$ cat src/rtl/ble_pkg.sv
// Shared types and buffer defaults for the BLE receive path.
// The firmware header generator and the top-level arbiter read the same constants.
package ble_pkg;

  localparam logic [31:0] BLE_BUF_BASE = 32'h0000_1C00;
  localparam int          BLE_BUF_SIZE = 1024;

  typedef enum logic [1:0] {
    RX_IDLE,
    RX_START,
    RX_DATA,
    RX_STOP
  } rx_state_t;

  typedef enum logic {
    BIDLE,
    BWRITE
  } bus_state_t;

  // One-hot byte lane select for a byte address offset within a word.
  function automatic logic [3:0] lane_sel(input logic [1:0] lane);
    lane_sel = 4'b0001 << lane;
  endfunction

endpackage

$ cat src/rtl/uart_rx_core.sv
// 8N1 UART receiver: 2-flop synchroniser plus a bit-timing FSM.
// It emits single-cycle valid / frame_err pulses and is shared with the PC link.
module uart_rx_core
  import ble_pkg::*;
#(
  parameter int CLKS_PER_BIT = 104
) (
  input  logic       clk,
  input  logic       rst,
  input  logic       rx,
  output logic [7:0] rx_byte,
  output logic       valid,
  output logic       frame_err
);

  localparam int CNT_W = $clog2(CLKS_PER_BIT);
  localparam logic [CNT_W-1:0] HALF_LAST = CNT_W'(CLKS_PER_BIT / 2 - 1);
  localparam logic [CNT_W-1:0] FULL_LAST = CNT_W'(CLKS_PER_BIT - 1);

  logic             rx_meta;
  logic             rx_sync;
  logic             rx_prev;
  rx_state_t        state;
  rx_state_t        state_next;
  logic [CNT_W-1:0] cnt;
  logic [2:0]       bit_idx;
  logic [7:0]       shreg;
  logic             sample;

  // The line idles high, so the synchroniser also resets high to avoid a fake start edge.
  always_ff @(posedge clk or posedge rst) begin
    if (rst) begin
      rx_meta <= 1'b1;
      rx_sync <= 1'b1;
      rx_prev <= 1'b1;
    end else begin
      rx_meta <= rx;
      rx_sync <= rx_meta;
      rx_prev <= rx_sync;
    end
  end

  assign sample = ((state == RX_START) && (cnt == HALF_LAST)) ||
                  (((state == RX_DATA) || (state == RX_STOP)) && (cnt == FULL_LAST));

  always_ff @(posedge clk or posedge rst) begin
    if (rst) begin
      state <= RX_IDLE;
    end else begin
      state <= state_next;
    end
  end

  always_comb begin
    state_next = state;
    case (state)
      RX_IDLE:  if (rx_prev && !rx_sync) state_next = RX_START;
      RX_START: if (sample) state_next = rx_sync ? RX_IDLE : RX_DATA;
      RX_DATA:  if (sample && (bit_idx == 3'd7)) state_next = RX_STOP;
      RX_STOP:  if (sample) state_next = RX_IDLE;
      default:  state_next = RX_IDLE;
    endcase
  end

  always_comb begin
    valid     = (state == RX_STOP) && sample && rx_sync;
    frame_err = (state == RX_STOP) && sample && !rx_sync;
  end

  // The bit timer restarts at every sample point, so each phase measures from the last one.
  always_ff @(posedge clk or posedge rst) begin
    if (rst) begin
      cnt     <= '0;
      bit_idx <= '0;
      shreg   <= '0;
    end else begin
      if ((state == RX_IDLE) || sample) begin
        cnt <= '0;
      end else begin
        cnt <= cnt + CNT_W'(1);
      end
      if (state != RX_DATA) begin
        bit_idx <= '0;
      end else if (sample) begin
        bit_idx <= bit_idx + 3'd1;
        shreg   <= {rx_sync, shreg[7:1]};
      end
    end
  end

  assign rx_byte = shreg;

endmodule

$ cat src/rtl/ble_rx_dma.sv
// BLE receive DMA: UART bytes are queued in a small FIFO and written as
// single-byte Wishbone writes into a circular window of the shared RAM.
module ble_rx_dma
  import ble_pkg::*;
#(
  parameter int          CLKS_PER_BIT = 104,
  parameter logic [31:0] BUF_BASE     = BLE_BUF_BASE,
  parameter int          BUF_SIZE     = BLE_BUF_SIZE,
  parameter int          FIFO_DEPTH   = 4
) (
  input  logic                        i_wb_clk,
  input  logic                        i_wb_rst,
  input  logic                        i_rx,
  output logic [31:0]                 o_wb_adr,
  output logic [31:0]                 o_wb_dat,
  output logic [3:0]                  o_wb_sel,
  output logic                        o_wb_we,
  output logic                        o_wb_cyc,
  input  logic                        i_wb_ack,
  output logic [$clog2(BUF_SIZE)-1:0] o_wr_ptr,
  output logic                        o_overflow,
  output logic                        o_frame_err,
  input  logic                        i_clr
);

  localparam int PTR_W = $clog2(BUF_SIZE);
  localparam int IDX_W = $clog2(FIFO_DEPTH);
  localparam int CNT_W = IDX_W + 1;

  logic [7:0]       rx_byte;
  logic             rx_valid;
  logic             rx_ferr;

  logic [7:0]       fifo_mem [FIFO_DEPTH];
  logic [IDX_W-1:0] wr_idx;
  logic [IDX_W-1:0] rd_idx;
  logic [CNT_W-1:0] fifo_cnt;
  logic             fifo_full;
  logic             fifo_empty;
  logic             push;
  logic             pop;
  logic             drop;

  bus_state_t       bus_state;
  bus_state_t       bus_next;
  logic             load;
  logic [PTR_W-1:0] ptr;
  logic [31:0]      ptr_addr;

  uart_rx_core #(
    .CLKS_PER_BIT(CLKS_PER_BIT)
  ) u_rx (
    .clk      (i_wb_clk),
    .rst      (i_wb_rst),
    .rx       (i_rx),
    .rx_byte  (rx_byte),
    .valid    (rx_valid),
    .frame_err(rx_ferr)
  );

  // A pop on the same edge frees the slot, so a push into a full FIFO is still accepted then.
  assign fifo_full  = (fifo_cnt == CNT_W'(FIFO_DEPTH));
  assign fifo_empty = (fifo_cnt == '0);
  assign push       = rx_valid && (!fifo_full || pop);
  assign drop       = rx_valid && fifo_full && !pop;

  always_ff @(posedge i_wb_clk) begin
    if (push) begin
      fifo_mem[wr_idx] <= rx_byte;
    end
  end

  always_ff @(posedge i_wb_clk or posedge i_wb_rst) begin
    if (i_wb_rst) begin
      wr_idx   <= '0;
      rd_idx   <= '0;
      fifo_cnt <= '0;
    end else begin
      if (push) wr_idx <= wr_idx + IDX_W'(1);
      if (pop)  rd_idx <= rd_idx + IDX_W'(1);
      case ({push, pop})
        2'b10:   fifo_cnt <= fifo_cnt + CNT_W'(1);
        2'b01:   fifo_cnt <= fifo_cnt - CNT_W'(1);
        default: fifo_cnt <= fifo_cnt;
      endcase
    end
  end

  always_ff @(posedge i_wb_clk or posedge i_wb_rst) begin
    if (i_wb_rst) begin
      bus_state <= BIDLE;
    end else begin
      bus_state <= bus_next;
    end
  end

  always_comb begin
    bus_next = bus_state;
    case (bus_state)
      BIDLE:   if (!fifo_empty) bus_next = BWRITE;
      BWRITE:  if (i_wb_ack) bus_next = BIDLE;
      default: bus_next = BIDLE;
    endcase
  end

  // cyc/we come straight from the state register, so they carry no combinational input path.
  always_comb begin
    o_wb_cyc = (bus_state == BWRITE);
    o_wb_we  = (bus_state == BWRITE);
    load     = (bus_state == BIDLE) && !fifo_empty;
    pop      = (bus_state == BWRITE) && i_wb_ack;
  end

  assign ptr_addr = BUF_BASE + {{(32 - PTR_W){1'b0}}, ptr};

  // Address, data and lane are captured once on entry to BWRITE and held until ack.
  always_ff @(posedge i_wb_clk or posedge i_wb_rst) begin
    if (i_wb_rst) begin
      o_wb_adr <= '0;
      o_wb_sel <= '0;
      o_wb_dat <= '0;
    end else if (load) begin
      o_wb_adr <= {ptr_addr[31:2], 2'b00};
      o_wb_sel <= lane_sel(ptr_addr[1:0]);
      o_wb_dat <= {4{fifo_mem[rd_idx]}};
    end
  end

  always_ff @(posedge i_wb_clk or posedge i_wb_rst) begin
    if (i_wb_rst) begin
      ptr <= '0;
    end else if (pop) begin
      ptr <= ptr + PTR_W'(1);
    end
  end

  assign o_wr_ptr = ptr;

  // A set event in the same cycle as the clear keeps the flag high.
  always_ff @(posedge i_wb_clk or posedge i_wb_rst) begin
    if (i_wb_rst) begin
      o_overflow  <= 1'b0;
      o_frame_err <= 1'b0;
    end else begin
      o_overflow  <= drop    | (o_overflow  & ~i_clr);
      o_frame_err <= rx_ferr | (o_frame_err & ~i_clr);
    end
  end

endmodule

$ cat config.mk
export PLATFORM = sky130hd
export DESIGN_NAME = ble_rx_dma
export DESIGN_NICKNAME = d
export VERILOG_FILES = /design/src/rtl/ble_pkg.sv /design/src/rtl/uart_rx_core.sv /design/src/rtl/ble_rx_dma.sv
export SDC_FILE = /design/constraint.sdc
export NUM_CORES = 1
export LEC_CHECK = 0
export CORE_ASPECT_RATIO = 1.1
export CORE_MARGIN = 2
export CORE_UTILIZATION = 55
export DETAILED_ROUTE_END_ITERATION = 8
export PLACE_DENSITY = 0.91
export SLEW_MARGIN = 20
export SYNTH_ARGS = -nofsm -noshare
export SYNTH_HDL_FRONTEND = slang
export SYNTH_SLANG_ARGS = --single-unit
$ cat constraint.sdc
create_clock -name i_wb_clk -period 6.7 [get_ports i_wb_clk]
set_input_delay 1.34 -clock i_wb_clk [delete_from_list [all_inputs] [get_ports i_wb_clk]]
set_output_delay 1.34 -clock i_wb_clk [all_outputs]
set_load 0.01 [all_outputs]
==> impl_metrics.json <==
{
  "rsz0062_at_grt": "no",
  "io_buffers": 65,
  "cp_slowest_cell": "clkdlybuf4s50_1",
  "synth_area_leaders": "dfrtp_1 (35%), edfxtp_1 (22%), buf_4 (8.5%), mux2_2 (7.6%), mux4_2 (4.2%)",
  "layout.nets": 367,
  "h-tree-depth": 3,
  "drive_gt1_share_pct": 18.93,
  "netlist-cell-type-count": 41,
  "yosysMostFrequentCell": "dfrtp_1",
  "min_period_over_period_pct": 47.30,
  "critical_path.startpoint_type": "primary input",
  "vias": 2304,
  "pin_count": 87,
  "fmax_ghz": 0.3156,
  "n_antenna_cell": 0,
  "initial_core_util_pct": 57.21,
  "syn_area_per_cell_um2": 14.13,
  "clockRootBuffer": "clkbuf_8",
  "die_h_um": 96.98,
  "antenna_found_initial": 0,
  "final_cells": 459,
  "async_reset_ff_share_pct": 66.67,
  "gp_congestion": 0.7882,
  "period_minus_slack_ns": 3.169,
  "wl_per_cell_um": 14.44,
  "wl_mm": 6.630,
  "power.density_nw_per_um2": 370.1,
  "slew_headroom_pct": 30.46,
  "core_region_area_um2": 7556,
  "syn_inst": 306,
  "worstPathMaxFanout": 7,
  "numCtsBuffers": 9,
  "synth_edf_count": 32,
  "grt_max_degree": 65,
  "holdCritPathClass": "reg -> reg",
  "grt_pass1_vias": 2337,
  "slew_viol_final": 0,
  "clkSinkCount": 96,
  "grt_pass1_wl_mm": 11.21,
  "finalSetupTns_ns": 0,
  "yosysSeqAreaShare_pct": 59.36,
  "syn_to_final_growth_pct": 15.40,
  "drc_errors": 0,
  "synth_top_area_share_pct": 35.31,
  "track_usage_pct": 16.90,
  "via_per_inst": 5.020,
  "cap_viol_max_count": 0,
  "fillers": 561,
  "crit_path_max_incr_delay_ns": 0.45,
  "clock_skew_ns": 0.01495,
  "cts_tree": "built",
  "ys_top_cells_by_count": "dfrtp_1 (61), buf_4 (49), edfxtp_1 (32)",
  "num_rows": 33,
  "overflow": 0,
  "leakagePower_nw": 2.215,
  "ant_nets": 0,
  "ys_warn_count": 0,
  "clock_path_buffers": 2,
  "status": "completed",
  "post-cts-setup-buffer-count": 0,
  "cts_resized": 0,
  "critPathRequiredTime_ns": 6.94,
  "clk_pin_slew_ns": 0.09,
  "cts_hold_buffers": 0,
  "ys_seq_elements": 96,
  "worst_pin_slew_ns": 1.042,
  "die_x_um": 88.53,
  "syn-cell-area_um2": 4323,
  "dr.pass1.iters": 4,
  "worst-setup-path-type": "in -> reg",
  "dieArea_um2": 8586,
  "drtIter0Drc": 118,
  "synth_top_area_cell": "dfrtp_1",
  "crit_chain": "clkdlybuf4s50_1 -> nand2_1 -> nand4_1 -> nor4b_4 -> inv_1 -> ha_1 -> inv_1 -> fa_1 -> xor2_1 -> nor2_1 -> xor2_1",
  "hold_viol": 0,
  "synthFlopType": "dfrtp_1",
  "ir_worst_vdd_uv": 179.3,
  "post-dp-hpwl_mm": 4.700,
  "cp.arrival_ns": 3.41,
  "clk_latency_ns": 0.36,
  "setup_viol": 0,
  "endpoint_kind": "register",
  "place_inst": 443
}
per-stage QoR:
step,util [%],worst slack (ns),hold WS (ns),area [um2],total power [mW]
3_5_place_dp,63.52,3.181,0.3470,4800,1.517
2_1_floorplan,-,3.767,0.3452,4398,1.284
4_1_cts,66.02,3.540,0.3598,4989,1.868
3_3_place_gp,63.52,3.325,0.3457,4800,1.483
6_report,66.02,3.531,0.3598,4989,1.846
5_1_grt,66.02,3.328,0.3703,4989,1.964
layer usage:
metal	vias to the layer above	routed length, um	part of all wire [%]	global-route usage, %
li1	1070	-	-	-
met2	68	3335	50	26.84
met5	-	0	0	0
met4	0	124	1.9	6.760
met1	1157	2887	44	22.54
met3	9	282	4.3	3.669
registers in the layout (all words and copies together) (netlist names), named ones only:
name	cells
o_frame_err	1
u_rx.rx_sync	1
o_wr_ptr	10
wr_idx	2
u_rx.bit_idx	3
fifo_cnt	3
o_wb_dat	8
o_overflow	1
o_wb_sel	4
o_wb_adr	9
u_rx.rx_byte	8
u_rx.state	1
o_wb_cyc	1
u_rx.rx_prev	1
rd_idx	2
u_rx.cnt	7
u_rx.rx_meta	1
fifo_mem	32
path summary, 6_finish.rpt:
path	from	end	slack, ns	depth (start not counted)
max	i_wb_ack	fifo_cnt[2]	3.53	11
min	u_rx.rx_meta	u_rx.rx_sync	0.36	0
max reg2reg	u_rx.cnt[0]	fifo_cnt[2]	4.23	10
min reg2reg	u_rx.rx_meta	u_rx.rx_sync	0.36	0
max in group asynchronous	i_wb_rst	o_wb_dat[28]	4.65	3
min in group asynchronous	i_wb_rst	u_rx.cnt[5]	1.53	3
power by group:
part / switching [mW] / internal [mW] / total (mW)
registers: 0.150 / 0.711 / 0.860
clock network: 0.195 / 0.158 / 0.353
logic: 0.250 / 0.384 / 0.633
total: 0.595 / 1.25 / 1.85
worst max-delay path, delay by kind of cell:
| kind | cells | cell delay [ns] |
|---|---|---|
| simple gates | 4 | 0.72 |
| buf+inv | 3 | 0.61 |
| fa+ha+maj | 2 | 0.41 |
| xor+xnor | 2 | 0.33 |
layout make-up:
class,instances,area (um2),area share [%]
multi-input combinational,161,1388,27.82
timing repair buffer,66,658.1,13.19
clock buffer,11,151.4,3.035
sequential,96,2566,51.44
tap,105,131.4,2.634
inverter,15,56.30,1.129
clock inverter,5,37.54,0.7524
cells by family after synthesis:
| logic type | Yosys count | synth area share, % |
|---|---|---|
| flip-flops | 96 | 59.36 |
| multiplexers | 38 | 11.95 |
| other | 1 | 0.08675 |
| AND/OR/NAND/NOR | 60 | 8.770 |
| adder cells (fa/ha/maj) | 13 | 3.936 |
| buffers and inverters | 69 | 10.33 |
| XOR/XNOR | 21 | 4.255 |
| AO/OA/AOI/OAI | 8 | 1.302 |
cell usage in the layout, fill, tap and decap left out, types with 7 or more instances in the layout:
master           instances
clkdlybuf4s50_1         65
dfrtp_1                 61
edfxtp_1                32
mux2_2                  29
conb_1                  21
nor2_1                  15
xnor2_1                 14
inv_1                   13
nand2_1                 12
ha_1                    12
clkbuf_8                11
mux4_2                   8
xor2_1                   7
No activity file was read; power rests on OpenSTA's default activity.
